File: src/rtl/compress_arbiter.sv
// Round-robin arbiter feeding N byte streams into one compressor, with burst limit and stall abort.
// Optional build macro COMPRESS_ARB_PRIO_EN: requester 0 always wins arbitration when it is valid.
module compress_arbiter #(
  parameter int NREQ      = 4,
  parameter int MAX_BURST = 8,
  parameter int STALL_MAX = 15
) (
  input  logic              clk,
  input  logic              rst_n,
  input  logic [NREQ-1:0]   req_vld,
  input  logic [8*NREQ-1:0] req_data,
  input  logic [NREQ-1:0]   req_last,
  output logic [NREQ-1:0]   req_rdy,
  input  logic              dc_rdy,
  output logic [7:0]        dc_din,
  output logic              dc_den,
  output logic              dc_hold,
  output logic [2:0]        grant_id,
  output logic              busy,
  output logic              err_timeout
);

  typedef enum logic [1:0] {IDLE, GRANT, STALL} state_e;

  state_e      state_q, state_d;
  logic [2:0]  gnt_q, gnt_d, rr_q, rr_d, rr_nxt, pick;
  logic [7:0]  beat_q, beat_d, stall_q, stall_d, din_q, din_d;
  logic        den_q, den_d, err_q, err_d;
  logic        xfer;

  // Requester vectors widened to 8 entries so a 3-bit owner index is always in range.
  logic [7:0]      vld_ext, last_ext, rdy_ext;
  logic [7:0][7:0] data_ext;

  always_comb begin
    vld_ext  = 8'(req_vld);
    last_ext = 8'(req_last);
    data_ext = '0;
    for (int i = 0; i < NREQ; i++) data_ext[i] = req_data[8*i +: 8];
  end

  // Scan offsets high to low so the nearest valid requester above rr_q is assigned last.
  always_comb begin
    pick = '0;
    for (int i = NREQ - 1; i >= 0; i--) begin
      int idx;
      idx = int'(rr_q) + i;
      if (idx >= NREQ) idx = idx - NREQ;
      if (vld_ext[idx[2:0]]) pick = idx[2:0];
    end
`ifdef COMPRESS_ARB_PRIO_EN
    if (req_vld[0]) pick = '0;
`endif
  end

  assign rr_nxt = (gnt_q == 3'(NREQ - 1)) ? 3'd0 : gnt_q + 3'd1;
  assign xfer   = (state_q != IDLE) && vld_ext[gnt_q] && dc_rdy;

  always_ff @(posedge clk or negedge rst_n) begin
    if (!rst_n) begin
      state_q <= IDLE;
      gnt_q   <= '0;
      rr_q    <= '0;
      beat_q  <= '0;
      stall_q <= '0;
      din_q   <= '0;
      den_q   <= 1'b0;
      err_q   <= 1'b0;
    end else begin
      state_q <= state_d;
      gnt_q   <= gnt_d;
      rr_q    <= rr_d;
      beat_q  <= beat_d;
      stall_q <= stall_d;
      din_q   <= din_d;
      den_q   <= den_d;
      err_q   <= err_d;
    end
  end

  always_comb begin
    state_d = state_q;
    gnt_d   = gnt_q;
    rr_d    = rr_q;
    beat_d  = beat_q;
    stall_d = stall_q;
    din_d   = din_q;
    den_d   = 1'b0;
    err_d   = 1'b0;
    case (state_q)
      IDLE: begin
        if (|req_vld && dc_rdy) begin
          state_d = GRANT;
          gnt_d   = pick;
          beat_d  = '0;
          stall_d = '0;
        end
      end
      GRANT, STALL: begin
        if (xfer) begin
          din_d   = data_ext[gnt_q];
          den_d   = 1'b1;
          beat_d  = beat_q + 8'd1;
          stall_d = '0;
          state_d = GRANT;
          if (last_ext[gnt_q] || (beat_q + 8'd1 == 8'(MAX_BURST))) begin
            state_d = IDLE;
            rr_d    = rr_nxt;
            beat_d  = '0;
          end
        end else if (dc_rdy) begin
          // A missing beat only counts as a stall while the compressor could have taken it.
          if (state_q == GRANT) begin
            state_d = STALL;
            stall_d = '0;
          end else if (stall_q + 8'd1 == 8'(STALL_MAX)) begin
            state_d = IDLE;
            err_d   = 1'b1;
            rr_d    = rr_nxt;
            beat_d  = '0;
            stall_d = '0;
          end else begin
            stall_d = stall_q + 8'd1;
          end
        end
      end
      default: state_d = IDLE;
    endcase
  end

  always_comb begin
    rdy_ext = '0;
    if (state_q != IDLE) rdy_ext[gnt_q] = dc_rdy;
    req_rdy     = rdy_ext[NREQ-1:0];
    dc_din      = din_q;
    dc_den      = den_q;
    dc_hold     = (state_q == STALL);
    grant_id    = gnt_q;
    busy        = (state_q != IDLE);
    err_timeout = err_q;
  end

endmodule

File: config.mk
export PLATFORM = sky130hd
export DESIGN_NAME = compress_arbiter
export DESIGN_NICKNAME = d
export VERILOG_FILES = /design/src/rtl/compress_arbiter.sv
export SDC_FILE = /design/constraint.sdc
export NUM_CORES = 1
export LEC_CHECK = 0
export ABC_AREA = 1
export CAP_MARGIN = 20
export CORE_UTILIZATION = 40
export CTS_CLUSTER_SIZE = 30
export DETAILED_ROUTE_END_ITERATION = 12
export GPL_ROUTABILITY_DRIVEN = 0
export PLACE_DENSITY_LB_ADDON = 0.1
export SETUP_SLACK_MARGIN = 0.05
export SLEW_MARGIN = 20
export SYNTH_ARGS = -nofsm -noshare
export SYNTH_HDL_FRONTEND = slang
export SYNTH_SLANG_ARGS = --single-unit
File: constraint.sdc
create_clock -name clk -period 4.77 [get_ports clk]
set_clock_uncertainty 0.05 [all_clocks]
set_input_delay 0.954 -clock clk [delete_from_list [all_inputs] [get_ports clk]]
set_output_delay 0.954 -clock clk [all_outputs]
set_load 0.01 [all_outputs]
==> run metrics, run 1 <==
status complete, no violations; Syn Std Cell Area 2472 sq um; fmax 0.2762 GHz; Setup Fix Bufs, Post-CTS 0; Slowest cell on crit path clkdlybuf4s50_1; root buffer cell clkbuf_8; sequential cell area 850.8 sq um; initial DRC count 106; Max VDD drop 268.7 uV; DRC viols 0; area of the multi-input gates 1433 sq um; initial antenna violation count 0; CP max FO 5; Worst Hold Class register to register; io pins 62; ANT nets after route 0; stages on the worst setup path 6; Post-Route WL 6096 um; post-route cell area 3261 sq um; EDFF count, synth 0; Die Span Y 80.62 um; CP Buf/Inv Count 4; Worst setup SP type input pin; Placeable Area 5956 sq um; share of the synthesized area in the top cell type 34.41%; vias 2471; maxcap violations 0; Core Rows 28; post-synthesis register bit count 34; first-pass GRT wire length 10320 um; Final Cycle Share 75.90%; crit end category output port; Layout Cells excl Fill 505; Worst Path Arrival 2620 ps; ys async rst share 100.0%; hold path cells 2; cell count after synthesis 367; Commonest cells post-synth 125 x nand2_1, 40 x nor2_1, 38 x inv_1, 34 x dfrtp_1, 25 x o21ai_0; setup tns final 0 ps; initial core utilization 41.51%; Ys Warns 0; # port buffers 61; # placed instances 497; Yosys top cell by area dfrtp_1; r2r setup slk 2360 ps; delay-heaviest family, CP buffers and inverters; ys flop type dfrtp_1; Setup Crit Path Kind input pin to output port; sequential share of the synthesized area 34.41%; Lkg Pwr 0.001570 uW; CTS tree yes; Slew HR 44.63%; CP max stage delay 600 ps; area delta synth->final 31.88%; Initial DRT Pass Iterations 4; number of global-route vias before repair 2327; Ant. Diodes 0; Setup violations, final 0; Synth area leaders dfrtp_1 34%, nand2_1 19%, nor2_1 6.1%, inv_1 5.8%, ha_1 5.1%; Fill cells 588; H-tree levels 2; routed len/inst 12.07 um; synth unique cells 31; pwr/cell area 482.3 nW/um^2; Fin. Hold Viols 0; DR vias/cell 4.893; Resize count post-CTS 0; Die ar. 6500 sq um; Clock Latency Late Sink 280 ps; maximum clock insertion buffer count 2; clock sinks 34; CTS Buf Count 5; fraction of layout instances using a drive strength above 1 7.442%; R2R depth 9; post-layout util 54.75%; unrepaired setup endpoints after global routing no; count leader, synth nand2_1; DIE WIDTH 80.62 um; pin count of the biggest net entering global routing 35; worst path cell trace clkdlybuf4s50_1 > inv_1 > nor2_4 > inv_1 > nor4_1 > clkdlybuf4s50_1; syn avg cell area 6.737 sq um; hpwl dp 4555 um; GRT Total Usage 20.74%; final global-route overflow total 0; required time of the critical path 3770 ps; Max Slew Vio Count 0; fin crit period 3620 ps; post-place instance area 3151 sq um; Worst-path clk slew 70 ps; Final nets 482; WHS 421.8 ps; Synth Net Count 420; CTS Hold Buffers Added 0; worst-margin pin slew 830.5 ps
==> report_power, final <==
part	switching (uW)	internal [uW]	total [uW]
clock	104	146	249
sequential	101	356	457
combinational	517	349	867
total	722	851	1570
==> logic make-up after synthesis <==
family	count (synthesis)	share of synthesized area [%]
AO/OA/AOI/OAI	50	11.23
flip-flops	34	34.41
XOR/XNOR	2	0.7086
AND/OR/NAND/NOR	223	40.94
buffers and inverters	48	7.642
adder cells (fa/ha/maj)	10	5.061
==> layout by cell type, fill, tap and decap left out, types with 8 or more instances in the layout <==
cell type,n
ha_1,10
nand3_1,16
dfrtp_1,34
nand4_1,14
o21ai_0,25
inv_1,38
nor2_1,40
clkbuf_8,8
o22ai_1,9
nand2_1,125
clkdlybuf4s50_1,61
==> sequential cells by signal (all words and copies together), names as in the netlist <==
name	cells
beat_q	8
dc_din	8
stall_q	8
grant_id	3
rr_q	3
state_q	2
dc_den	1
err_timeout	1
==> final timing paths <==
check	start	endpoint
setup / recovery	dc_rdy	req_rdy[1]
hold / removal	dc_din[5]	dc_din[5]
min in group asynchronous	rst_n	dc_den
hold reg to reg	dc_din[5]	dc_din[5]
setup reg to reg	grant_id[0]	beat_q[4]
max in group asynchronous	rst_n	beat_q[5]
==> per-layer routing <==
metal / GRT usage (%) / vias to the layer above / routed length (um)
met5: 0 / - / 0
met4: 5.357 / 0 / 66
met3: 5.455 / 5 / 329
met2: 33.05 / 59 / 2656
met1: 27.61 / 1101 / 3043
li1: - / 1306 / -
==> per-stage QoR <==
stage	power [uW]	worst slack [ps]
floorplan	1046	2205
global placement	1318	1186
CTS	1586	1149
global route	1710	1060
finish	1573	1150
detailed placement	1327	1149
==> worst min-delay path: stages (launching register included) <==
cell	delay, ps
dfrtp_1	350
nand2_1	50
nand2_1	40
==> final cells by class <==
cell class / count / area share, %
Tap cell: 75 / 2.878
Sequential cell: 34 / 26.09
Inverter: 41 / 4.758
Multi-Input combinational cell: 285 / 43.94
Clock buffer: 8 / 3.377
Timing Repair Buffer: 62 / 18.96
No activity file was read; power rests on OpenSTA's default activity.
==> run 2: changes to the inputs <==
==> constraint.sdc (replaced) <==
create_clock -name clk -period 3.3 [get_ports clk]
set_clock_uncertainty 0.05 [all_clocks]
set_input_delay 0.66 -clock clk [delete_from_list [all_inputs] [get_ports clk]]
set_output_delay 0.66 -clock clk [all_outputs]
set_load 0.01 [all_outputs]
==> run 2 against run 1 <==
Critical path depth is the same. Power grew 47%. Combinational power grew 50%. Via count grew 1.5%. Setup slack lost 910 ps. Non-clock buffer count grew 2. Cell count grew 0.40%. Sequential share of layout area shrank 0.090 points. Register-to-register slack lost 1200 ps. Routed wire length grew 2.6%. First-iteration DRC count shrank 2.8%. Die area is the same.
==> run metrics, run 2 (synthesized netlist as in run 1, its figures left out) <==
status complete, no violations; DIE WIDTH 80.62 um (unchanged); ANT nets after route 0 (unchanged); post-route cell area 3272 sq um (+0.35%); first-pass GRT wire length 10700 um (+3.6%); pin count of the biggest net entering global routing 35 (unchanged); initial antenna violation count 0 (unchanged); Post-Route WL 6257 um (+2.6%); Sw Ratio 45.71% (-0.21 points); final global-route overflow total 0 (unchanged); CTS tree yes; initial DRC count 103 (-2.8%); Die ar. 6500 sq um (unchanged); Die Span Y 80.62 um (unchanged); setup tns final 0 ps (unchanged); Max Slew Vio Count 0 (unchanged); Core Rows 28 (unchanged); Setup Fix Bufs, Post-CTS 0 (unchanged); M1 wire length 3030 um (-0.43%); CTS Buf Count 5 (unchanged); Final Cycle Share 92.80%; DRC viols 0 (unchanged); commonest cells after routing, fill and taps aside 125 x nand2_1, 61 x clkdlybuf4s50_1, 40 x nor2_1, 38 x inv_1, 34 x dfrtp_1; Worst-path clk slew 70 ps (about the same); Max Used Layer met4; worst-margin pin slew 453.9 ps (-376.6 ps); GRT Total Usage 21.26% (+0.52 points); Placeable Area 5956 sq um (unchanged); WL met3 370 um (+12%); area delta synth->final 32.34%; final worst setup slack 237.5 ps (-912.1 ps); fmax 0.3265 GHz; pwr/cell area 708.8 nW/um^2 (+47%); H-tree levels 2 (unchanged); Resize count post-CTS 0 (unchanged); clock sinks 34 (unchanged); unrepaired setup endpoints after global routing no; Slew HR 69.74% (+25 points); Max VDD drop 363.4 uV (+35%); maximum clock insertion buffer count 2 (unchanged); Flop pwr share 27.3% (-1.7 points); maxcap violations 0 (unchanged); internal power 1259 uW (+48%); crit end category output port; Initial DRT Pass Iterations 4 (unchanged); CP max FO 5 (unchanged); Worst setup SP type input pin; vias 2509 (+1.5%); dpl ws 254.1 ps (-895.1 ps); hpwl dp 4627 um (+1.6%); CTS Hold Buffers Added 0 (unchanged); Setup Crit Path Kind input pin to output port; Lkg Pwr 0.001575 uW (+0.31%); root buffer cell clkbuf_8; routed len/inst 12.34 um (+2.2%); Ant. Diodes 0 (unchanged); Worst Hold Class register to register; met2 wire len 2803 um (+5.5%); DR vias/cell 4.949 (+1.1%); fin crit period 3063 ps; initial core utilization 41.51% (unchanged); Setup violations, final 0 (unchanged); Clk pwr share 16.6% (+0.7 points); Worst Path Arrival 2350 ps (-270 ps); io pins 62 (unchanged); number of global-route vias before repair 2375 (+2.1%); most common cell after layout, fill and taps aside nand2_1; Final nets 484 (+0.41%); # port buffers 61 (unchanged); Clock Latency Late Sink 290 ps (about the same); combinational group share of total power 56.1% (+1.0 points); Fin. Hold Viols 0 (unchanged); post-place instance area 3166 sq um (+0.48%); required time of the critical path 2590 ps (-1180 ps); NetSw 1060 uW (+47%); fraction of layout instances using a drive strength above 1 7.407% (-0.034 points)
-- run 2: cell count changes in the layout (fill, tap and decap cells not counted), sizes merged --
cell    before  now
buf          1    3
bufinv       0    1
clkbuf       8    7
-- run 2: layout make-up --
cell class              instances  area, sq um
inverters                      41        155.1
flip-flops and latches         34        850.8
well taps                      75        93.84
multi-input cells             285         1433
clock inverters                 1        30.03
fillers                       615         2684
repair buffers                 64        633.1
clock buffers                   7        76.32
-- run 2: worst max-delay path: stages --
cell,delay [ps]
clkdlybuf4s50_1,550
inv_1,90
nor2_4,140
inv_1,120
nor4_1,190
clkdlybuf4s50_1,590
-- run 2: final timing paths --
| kind | start | endpoint | slack, ps | cells past startpoint |
|---|---|---|---|---|
| max | dc_rdy | req_rdy[1] | 240 | 6 |
| min | dc_din[7] | dc_din[7] | 430 | 2 |
| max reg2reg | state_q[0] | stall_q[3] | 1140 | 11 |
| min reg2reg | dc_din[7] | dc_din[7] | 430 | 2 |
| max in group asynchronous | rst_n | dc_din[4] | 2140 | 2 |
| min in group asynchronous | rst_n | stall_q[7] | 740 | 2 |
-- run 2: through the flow --
step | total power (uW) | hold WS, ps | cells | utilization [%]
2_1_floorplan | 1512 | 314.4 | 367 | -
3_3_place_gp | 1927 | 407.9 | 499 | 53.15
3_5_place_dp | 1942 | 414.4 | 499 | 53.15
4_1_cts | 2339 | 432.7 | 507 | 54.94
5_1_grt | 2529 | 454.1 | 507 | 54.94
6_report | 2319 | 425.5 | 507 | 54.94
-- run 2: metal layers --
layer | vias up | GRT usage [%]
met5 | - | 0
li1 | 1317 | -
met2 | 57 | 34.66
met1 | 1130 | 28.09
met3 | 5 | 5.455
met4 | 0 | 4.464
-- run 2: power by group through the flow --
stage / combinational [uW] / clock [uW] / sequential [uW]
2_1_floorplan: 878 / 0 / 634
3_3_place_gp: 1290 / 0 / 637
3_5_place_dp: 1300 / 0 / 638
4_1_cts: 1310 / 394 / 634
5_1_grt: 1470 / 412 / 650
6_report: 1300 / 385 / 634
